**src/rtl/hazard_pkg.sv**
```systemverilog
// Shared types and control encodings for the pipeline hazard logic.
package hazard_pkg;

  localparam int REG_ADDR_W_DEFAULT = 4;

  typedef enum logic [1:0] {RUN, LOAD_STALL} hazard_state_t;

  typedef struct packed {
    logic en_pc;
    logic en_if_id;
    logic en_id_ex;
    logic en_ex_mem;
    logic en_mem_wb;
    logic flush_if_id;
    logic flush_id_ex;
  } pipe_ctrl_t;

  localparam pipe_ctrl_t CTRL_RUN    = '{1'b1, 1'b1, 1'b1, 1'b1, 1'b1, 1'b0, 1'b0};
  localparam pipe_ctrl_t CTRL_FREEZE = '{1'b0, 1'b0, 1'b0, 1'b0, 1'b0, 1'b0, 1'b0};
  localparam pipe_ctrl_t CTRL_BUBBLE = '{1'b0, 1'b0, 1'b1, 1'b1, 1'b1, 1'b0, 1'b1};
  localparam pipe_ctrl_t CTRL_BRANCH = '{1'b1, 1'b1, 1'b1, 1'b1, 1'b1, 1'b1, 1'b1};

endpackage

```
**src/rtl/hazard_detect.sv**
```systemverilog
// Combinational load-use and memory-wait detection, shared with the forwarding unit.
module hazard_detect
  import hazard_pkg::*;
#(
  parameter int REG_ADDR_W = REG_ADDR_W_DEFAULT
) (
  input  logic [REG_ADDR_W-1:0] id_rs1,
  input  logic [REG_ADDR_W-1:0] id_rs2,
  input  logic                  id_uses_rs1,
  input  logic                  id_uses_rs2,
  input  logic                  ex_mem_read,
  input  logic [REG_ADDR_W-1:0] ex_rd,
  input  logic                  mem_req,
  input  logic                  mem_ready,
  output logic                  load_use,
  output logic                  mem_stall
);

  // Register 0 is an ordinary register here; no zero-register exemption.
  assign load_use  = ex_mem_read & ((id_uses_rs1 & (id_rs1 == ex_rd)) |
                                    (id_uses_rs2 & (id_rs2 == ex_rd)));
  assign mem_stall = mem_req & ~mem_ready;

endmodule

```
**src/rtl/hazard_control_unit.sv**
```systemverilog
// Pipeline enable/flush control: load-use bubbles, memory-wait freeze, branch flush.
// Optional performance counters are built when HAZARD_PERF_CNT_EN is defined.
module hazard_control_unit
  import hazard_pkg::*;
#(
  parameter int REG_ADDR_W   = REG_ADDR_W_DEFAULT,
  parameter int LOAD_BUBBLES = 1
`ifdef HAZARD_PERF_CNT_EN
  ,
  parameter int CNT_W        = 32
`endif
) (
  input  logic                  clk,
  input  logic                  reset,
  input  logic [REG_ADDR_W-1:0] id_rs1,
  input  logic [REG_ADDR_W-1:0] id_rs2,
  input  logic                  id_uses_rs1,
  input  logic                  id_uses_rs2,
  input  logic                  ex_mem_read,
  input  logic [REG_ADDR_W-1:0] ex_rd,
  input  logic                  mem_req,
  input  logic                  mem_ready,
  input  logic                  branch_taken,
  output logic                  en_pc,
  output logic                  en_if_id,
  output logic                  en_id_ex,
  output logic                  en_ex_mem,
  output logic                  en_mem_wb,
  output logic                  flush_if_id,
  output logic                  flush_id_ex
`ifdef HAZARD_PERF_CNT_EN
  ,
  output logic [CNT_W-1:0]      stall_cycles,
  output logic [CNT_W-1:0]      flush_count
`endif
);

  localparam logic [1:0] BUBBLE_INIT = 2'(LOAD_BUBBLES - 1);

  if (LOAD_BUBBLES < 1 || LOAD_BUBBLES > 3) begin : g_bad_bubbles
    $error("LOAD_BUBBLES must be in 1..3");
  end

  hazard_state_t state, state_next;
  logic [1:0]    bubble_cnt, cnt_next;
  logic          load_use, mem_stall;
  pipe_ctrl_t    ctrl;

  hazard_detect #(
    .REG_ADDR_W (REG_ADDR_W)
  ) u_detect (
    .id_rs1      (id_rs1),
    .id_rs2      (id_rs2),
    .id_uses_rs1 (id_uses_rs1),
    .id_uses_rs2 (id_uses_rs2),
    .ex_mem_read (ex_mem_read),
    .ex_rd       (ex_rd),
    .mem_req     (mem_req),
    .mem_ready   (mem_ready),
    .load_use    (load_use),
    .mem_stall   (mem_stall)
  );

  always_ff @(posedge clk or negedge reset) begin
    if (!reset) begin
      state      <= RUN;
      bubble_cnt <= '0;
    end else begin
      state      <= state_next;
      bubble_cnt <= cnt_next;
    end
  end

  // A memory wait freezes the FSM entirely, so a frozen branch is seen again on release.
  always_comb begin
    state_next = state;
    cnt_next   = bubble_cnt;
    if (!mem_stall) begin
      case (state)
        RUN: begin
          if (!branch_taken && load_use && (LOAD_BUBBLES > 1)) begin
            cnt_next   = BUBBLE_INIT;
            state_next = LOAD_STALL;
          end
        end
        LOAD_STALL: begin
          if (branch_taken) begin
            cnt_next   = '0;
            state_next = RUN;
          end else begin
            cnt_next = bubble_cnt - 2'd1;
            if (bubble_cnt == 2'd1) state_next = RUN;
          end
        end
        default: begin
          cnt_next   = '0;
          state_next = RUN;
        end
      endcase
    end
  end

  always_comb begin
    ctrl = CTRL_RUN;
    if (!reset) begin
      ctrl = CTRL_RUN;
    end else if (mem_stall) begin
      ctrl = CTRL_FREEZE;
    end else begin
      case (state)
        RUN: begin
          if (branch_taken)  ctrl = CTRL_BRANCH;
          else if (load_use) ctrl = CTRL_BUBBLE;
        end
        LOAD_STALL: ctrl = branch_taken ? CTRL_BRANCH : CTRL_BUBBLE;
        default:    ctrl = CTRL_RUN;
      endcase
    end
  end

  assign en_pc       = ctrl.en_pc;
  assign en_if_id    = ctrl.en_if_id;
  assign en_id_ex    = ctrl.en_id_ex;
  assign en_ex_mem   = ctrl.en_ex_mem;
  assign en_mem_wb   = ctrl.en_mem_wb;
  assign flush_if_id = ctrl.flush_if_id;
  assign flush_id_ex = ctrl.flush_id_ex;

`ifdef HAZARD_PERF_CNT_EN
  always_ff @(posedge clk or negedge reset) begin
    if (!reset) begin
      stall_cycles <= '0;
      flush_count  <= '0;
    end else begin
      if (!ctrl.en_pc)                          stall_cycles <= stall_cycles + CNT_W'(1);
      if (ctrl.flush_if_id | ctrl.flush_id_ex) flush_count  <= flush_count + CNT_W'(1);
    end
  end
`endif

endmodule

```
**config.mk**
```make
export PLATFORM = sky130hd
export DESIGN_NAME = hazard_control_unit
export DESIGN_NICKNAME = d
export VERILOG_FILES = /design/src/rtl/hazard_pkg.sv /design/src/rtl/hazard_detect.sv /design/src/rtl/hazard_control_unit.sv
export SDC_FILE = /design/constraint.sdc
export NUM_CORES = 1
export LEC_CHECK = 0
export ABC_AREA = 1
export CAP_MARGIN = 30
export CORE_AREA = 10 10 47 49
export DETAILED_ROUTE_END_ITERATION = 12
export DIE_AREA = 0 0 57 59
export GPL_TIMING_DRIVEN = 0
export PLACE_DENSITY = 0.66
export SETUP_SLACK_MARGIN = 0.05
export SLEW_MARGIN = 20
export SYNTH_ARGS = -nofsm -noshare
export SYNTH_HDL_FRONTEND = slang
export SYNTH_SLANG_ARGS = --single-unit
```
**constraint.sdc**
```tcl
create_clock -name clk -period 1 [get_ports clk]
set_input_delay 0.2 -clock clk [delete_from_list [all_inputs] [get_ports clk]]
set_output_delay 0.2 -clock clk [all_outputs]
set_load 0.01 [all_outputs]
```
After elaboration in Yosys (flattened, before gate mapping)
Cells that the tools add are included.
Widths: inputs -> output; s select.
- flip-flop bits (word level): 4
- bits of input ports: 20
- word-level logic and storage cells: 30
- add/sub/neg operators: 1
- equality and inequality tests: 5
- mux-type cells: 11
- bitwise logic cells: 8
- reductions and logical operators: 3
- operator list (operator ; count):
    $mux 7 ; 5
    $pmux 7 s2 ; 1
    $eq 4x4->1 ; 2
    $pmux 2 s2 ; 2
    $mux 2 ; 3
    $and 1x1->1 ; 4
    $eq 2x1->1 const B ; 2
    $ne 3x3->1 const B ; 1
    $not 1->1 ; 3
    $reduce_and 3->1 ; 1
    $logic_not 2->1 ; 1
    $reduce_and 2->1 ; 1
    $sub 2x1->2 const B ; 1
    $or 1x1->1 ; 1

Longest topological paths before layout
- depth after elaboration: 9
- gate-level depth with buffers: 10

By module
Synthesis repeated with hierarchy kept, for this count alone.
- cell total of the unflattened synthesis: 49
- area, all modules: 219.0 sq um
- by module, submodules not included (module ; instances ; cells each ; area an instance (sq um) ; sequential area each (sq um)):
    hazard_detect ; 1 ; 36 ; 156.4 ; 0.0
    hazard_control_unit ; 1 ; 13 ; 62.6 ; 0.0

Worst setup path after synthesis
Ideal clock, no wire load.
- kind: input -> output
- from: in ex_rd[1]
- to: out en_pc
- arrival: 0.855 ns
- setup slack: -0.055 ns
- cell stages on the path: 10
- cells stage by stage: inv_1 -> nand2_1 -> nand2_1 -> nor2_1 -> nand3_1 -> nand2_1 -> nand3_1 -> nand2_1 -> inv_1 -> buf_4
- longest elaborated chain between the ends: 9
- ends and longest elaborated chain (element ; line ; text):
    start: declaration ; hazard_control_unit.sv:20 ; input logic [REG_ADDR_W-1:0] ex_rd,
    $eq 4x4->1 (on tied branches) ; hazard_detect.sv:20, hazard_detect.sv:21 ;
    $and 1x1->1 (on tied branches) ; hazard_detect.sv:20, hazard_detect.sv:21 ;
    $or 1x1->1 (*) ; hazard_detect.sv:20 ; assign load_use = ex_mem_read & ((id_uses_rs1 & (id_rs1 == ex_rd)) |
    $and 1x1->1 (*) ; hazard_detect.sv:20 ;
    $mux 7 (*) ; hazard_control_unit.sv:113 ; else if (load_use) ctrl = CTRL_BUBBLE;
    $mux 7 (*) ; hazard_control_unit.sv:112 ; if (branch_taken) ctrl = CTRL_BRANCH;
    $pmux 7 s2 (*) ; hazard_control_unit.sv:110 ; case (state)
    $mux 7 (*) ; hazard_control_unit.sv:107 ; end else if (mem_stall) begin
    $mux 7 (*) ; hazard_control_unit.sv:105 ; if (!reset) begin
    end: declaration ; hazard_control_unit.sv:24 ; output logic en_pc,
Every way passes the cells marked *; elsewhere a longest branch is shown, timed or not.

Worst setup path in the final report
Ends and elaborated chain as after synthesis.

==> flow_summary_export.csv <==
group,metric,value,unit
timing,max_slew_margin,0.906,
yosys,yosysTopAreaCell,"nand2_1",
timing,drv_slew,0,
placement,routabilityCongestion,0.682,
worst_setup_path,arrival,1050,ps
clock_network,postCtsSetupBuffers,0,
worst_setup_path,end_kind,"primary output",
yosys,netlist_area,223,sq um
floorplan,die_h,59,um
timing,worstMarginPinSlew,140,ps
floorplan,die_w,57,um
grt,grt_max_degree,5,
yosys,synth_cells,52,
layout,drive_above_1_share,0.538,
placement,hpwlAfterDp,767,um
yosys,synth_common_cells,"nand2_1 (17), inv_1 (13), nor2_1 (12)",
worst_setup_path,crit_slowest_cell,"buf_6",
layout,seq_cells,0,
placement,dp.cells,94,
worst_setup_path,start_kind,"input port",
layout,nets,100,
power_and_ir_drop,leakage,0.294,nW
floorplan,start_util,0.159,
power_and_ir_drop,p_total,187,uW
layout,nClkBuffers,0,
yosys,synthTopCellsByArea,"nand2_1 (29%), inv_1 (22%), nor2_1 (20%)",
power_and_ir_drop,power.density,369,nW/um^2
detailed_routing,vias_per_cell,3.76,
grt,gr-usage-all-layers,0.0472,
timing,setup_viol_count_final,3,
yosys,synth.net_count,72,
detailed_routing,first_pass_iters,1,
yosys,syn_avg_cell_area,4.28,sq um
yosys,yosysWarnings,0,
timing,max_freq,798,MHz
worst_setup_path,critPathMaxFanout,3,
flow_run,drv_cap,0,
yosys,yosys.area.top_type_share,0.287,
worst_setup_path,max_stage_delay,110,ps
layout,final_cells,94,
detailed_routing,drc,0,
power_and_ir_drop,irDropWorstVdd,129,uV
timing,finalCriticalPeriod,1250,ps
layout,syn_to_final_growth,128,%
outcome,outcome,"finished, violations left",
grt,grt_remaining_overflow,0,
worst_setup_path,crit_top_cell,"nand2_1",
floorplan,rows,14,
timing,fin_crit_sh,1.25,
worst_setup_path,path_class,"in2out",
yosys,synth_cell_types,7,
layout,register_area,0,sq um
yosys,yosysMostFrequentCell,"nand2_1",
yosys,ys_seq_area_frac,0,
timing,rsz0062_at_grt,"yes",
worst_setup_path,worstPathCellList,"buf_8, inv_4, nand2_1, nand2_1, nor2_1, nand3_1, nand2_1, nand3_1, nand2_1, inv_2, buf_6, buf_6",
floorplan,dieArea,3360,sq um
floorplan,core,1400,sq um
grt,grt_antenna_before_repair,0,
detailed_routing,ant_nets,0,
grt,grt_pass1_wl,1410,um
outcome,violations,"negative setup slack",
timing,hold_viol,0,
detailed_routing,wl,861,um
timing,layout_setup_ws,-253,ps
layout,n_antenna_cell,0,
floorplan,io_pins,27,
detailed_routing,initialDrtViolationCount,0,
grt,grt_pass1_vias,345,
worst_setup_path,cp.required,800,ps
detailed_routing,num_vias,353,
detailed_routing,wl_per_cell,9.16,um
placement,io_buffer_count,26,
layout,fillers,167,
layout,multi_input_area,184,sq um
hold_path,hp-class,"in2out",
-- cell usage in the layout, fill, tap and decap left out, drive strengths merged --
| cell | count |
|---|---|
| dlygate4sd2 | 2 |
| clkbuf | 1 |
| buf | 24 |
| nand3 | 4 |
| nor2 | 12 |
| clkdlybuf4s15 | 2 |
| o21ai | 1 |
| nand2 | 17 |
| xnor2 | 2 |
| inv | 13 |
-- cells by family (layout without fill, tap and decap cells) --
logic type,count (synthesis),after routing,share of synthesized area
simple gates,33,33,0.579
buf+inv,16,42,0.320
xor+xnor,2,2,0.0787
compound gates,1,1,0.0225
-- worst paths after layout --
path | from | cells past startpoint | endpoint
setup / recovery | ex_rd[1] | 12 | en_pc
hold / removal | reset | 4 | en_id_ex
-- power breakdown --
group	internal, mW	total (mW)	switching (mW)	leakage [nW]
Sequential	0	0	0	0
Clock	0	0	0	0
Combinational	0.107	0.187	0.0806	0.294
Total	0.107	0.187	0.0806	0.294
-- per-stage QoR --
stage               utilization  setup slack (ps)  instance area, sq um  hold slack (ps)  setup TNS (ps)
floorplan                     -             -31.3                   234              503           -31.3
global placement          0.367             -1110                   514             1420           -6070
detailed placement        0.367             -1130                   514             1420           -6120
CTS                       0.346              -269                   484              791            -625
global route              0.363              -368                   508              819            -916
finish                    0.363              -253                   508              791            -585
-- critical path, delay by kind of cell --
kind,cells,cell delay (ps)
buffers and inverters,5,360
and+or+nand+nor,7,510
-- per-layer routing --
layer	part of all wire	vias to the layer above	GRT usage	wire length [um]
li1	-	198	-	-
met1	0.34	145	0.0501	296
met2	0.57	10	0.0961	493
met3	0.082	0	0.0107	71
met4	0	0	0	0
met5	0	-	0	0
-- repair_timing --
item | 4_1_cts | 5_1_grt
hold buffers | 0 | 0
pin swaps | 25 | 15
resized for setup | 111 | 12
setup endpoints to repair | 7 | 7
-- layout make-up --
| type | count | share of cell area |
|---|---|---|
| Timing Repair Buffer | 26 | 0.441 |
| Multi-Input combinational cell | 36 | 0.362 |
| Inverter | 13 | 0.106 |
| Buffer | 3 | 0.0517 |
| Tap cell | 16 | 0.0394 |
No activity file was read; power rests on OpenSTA's default activity.
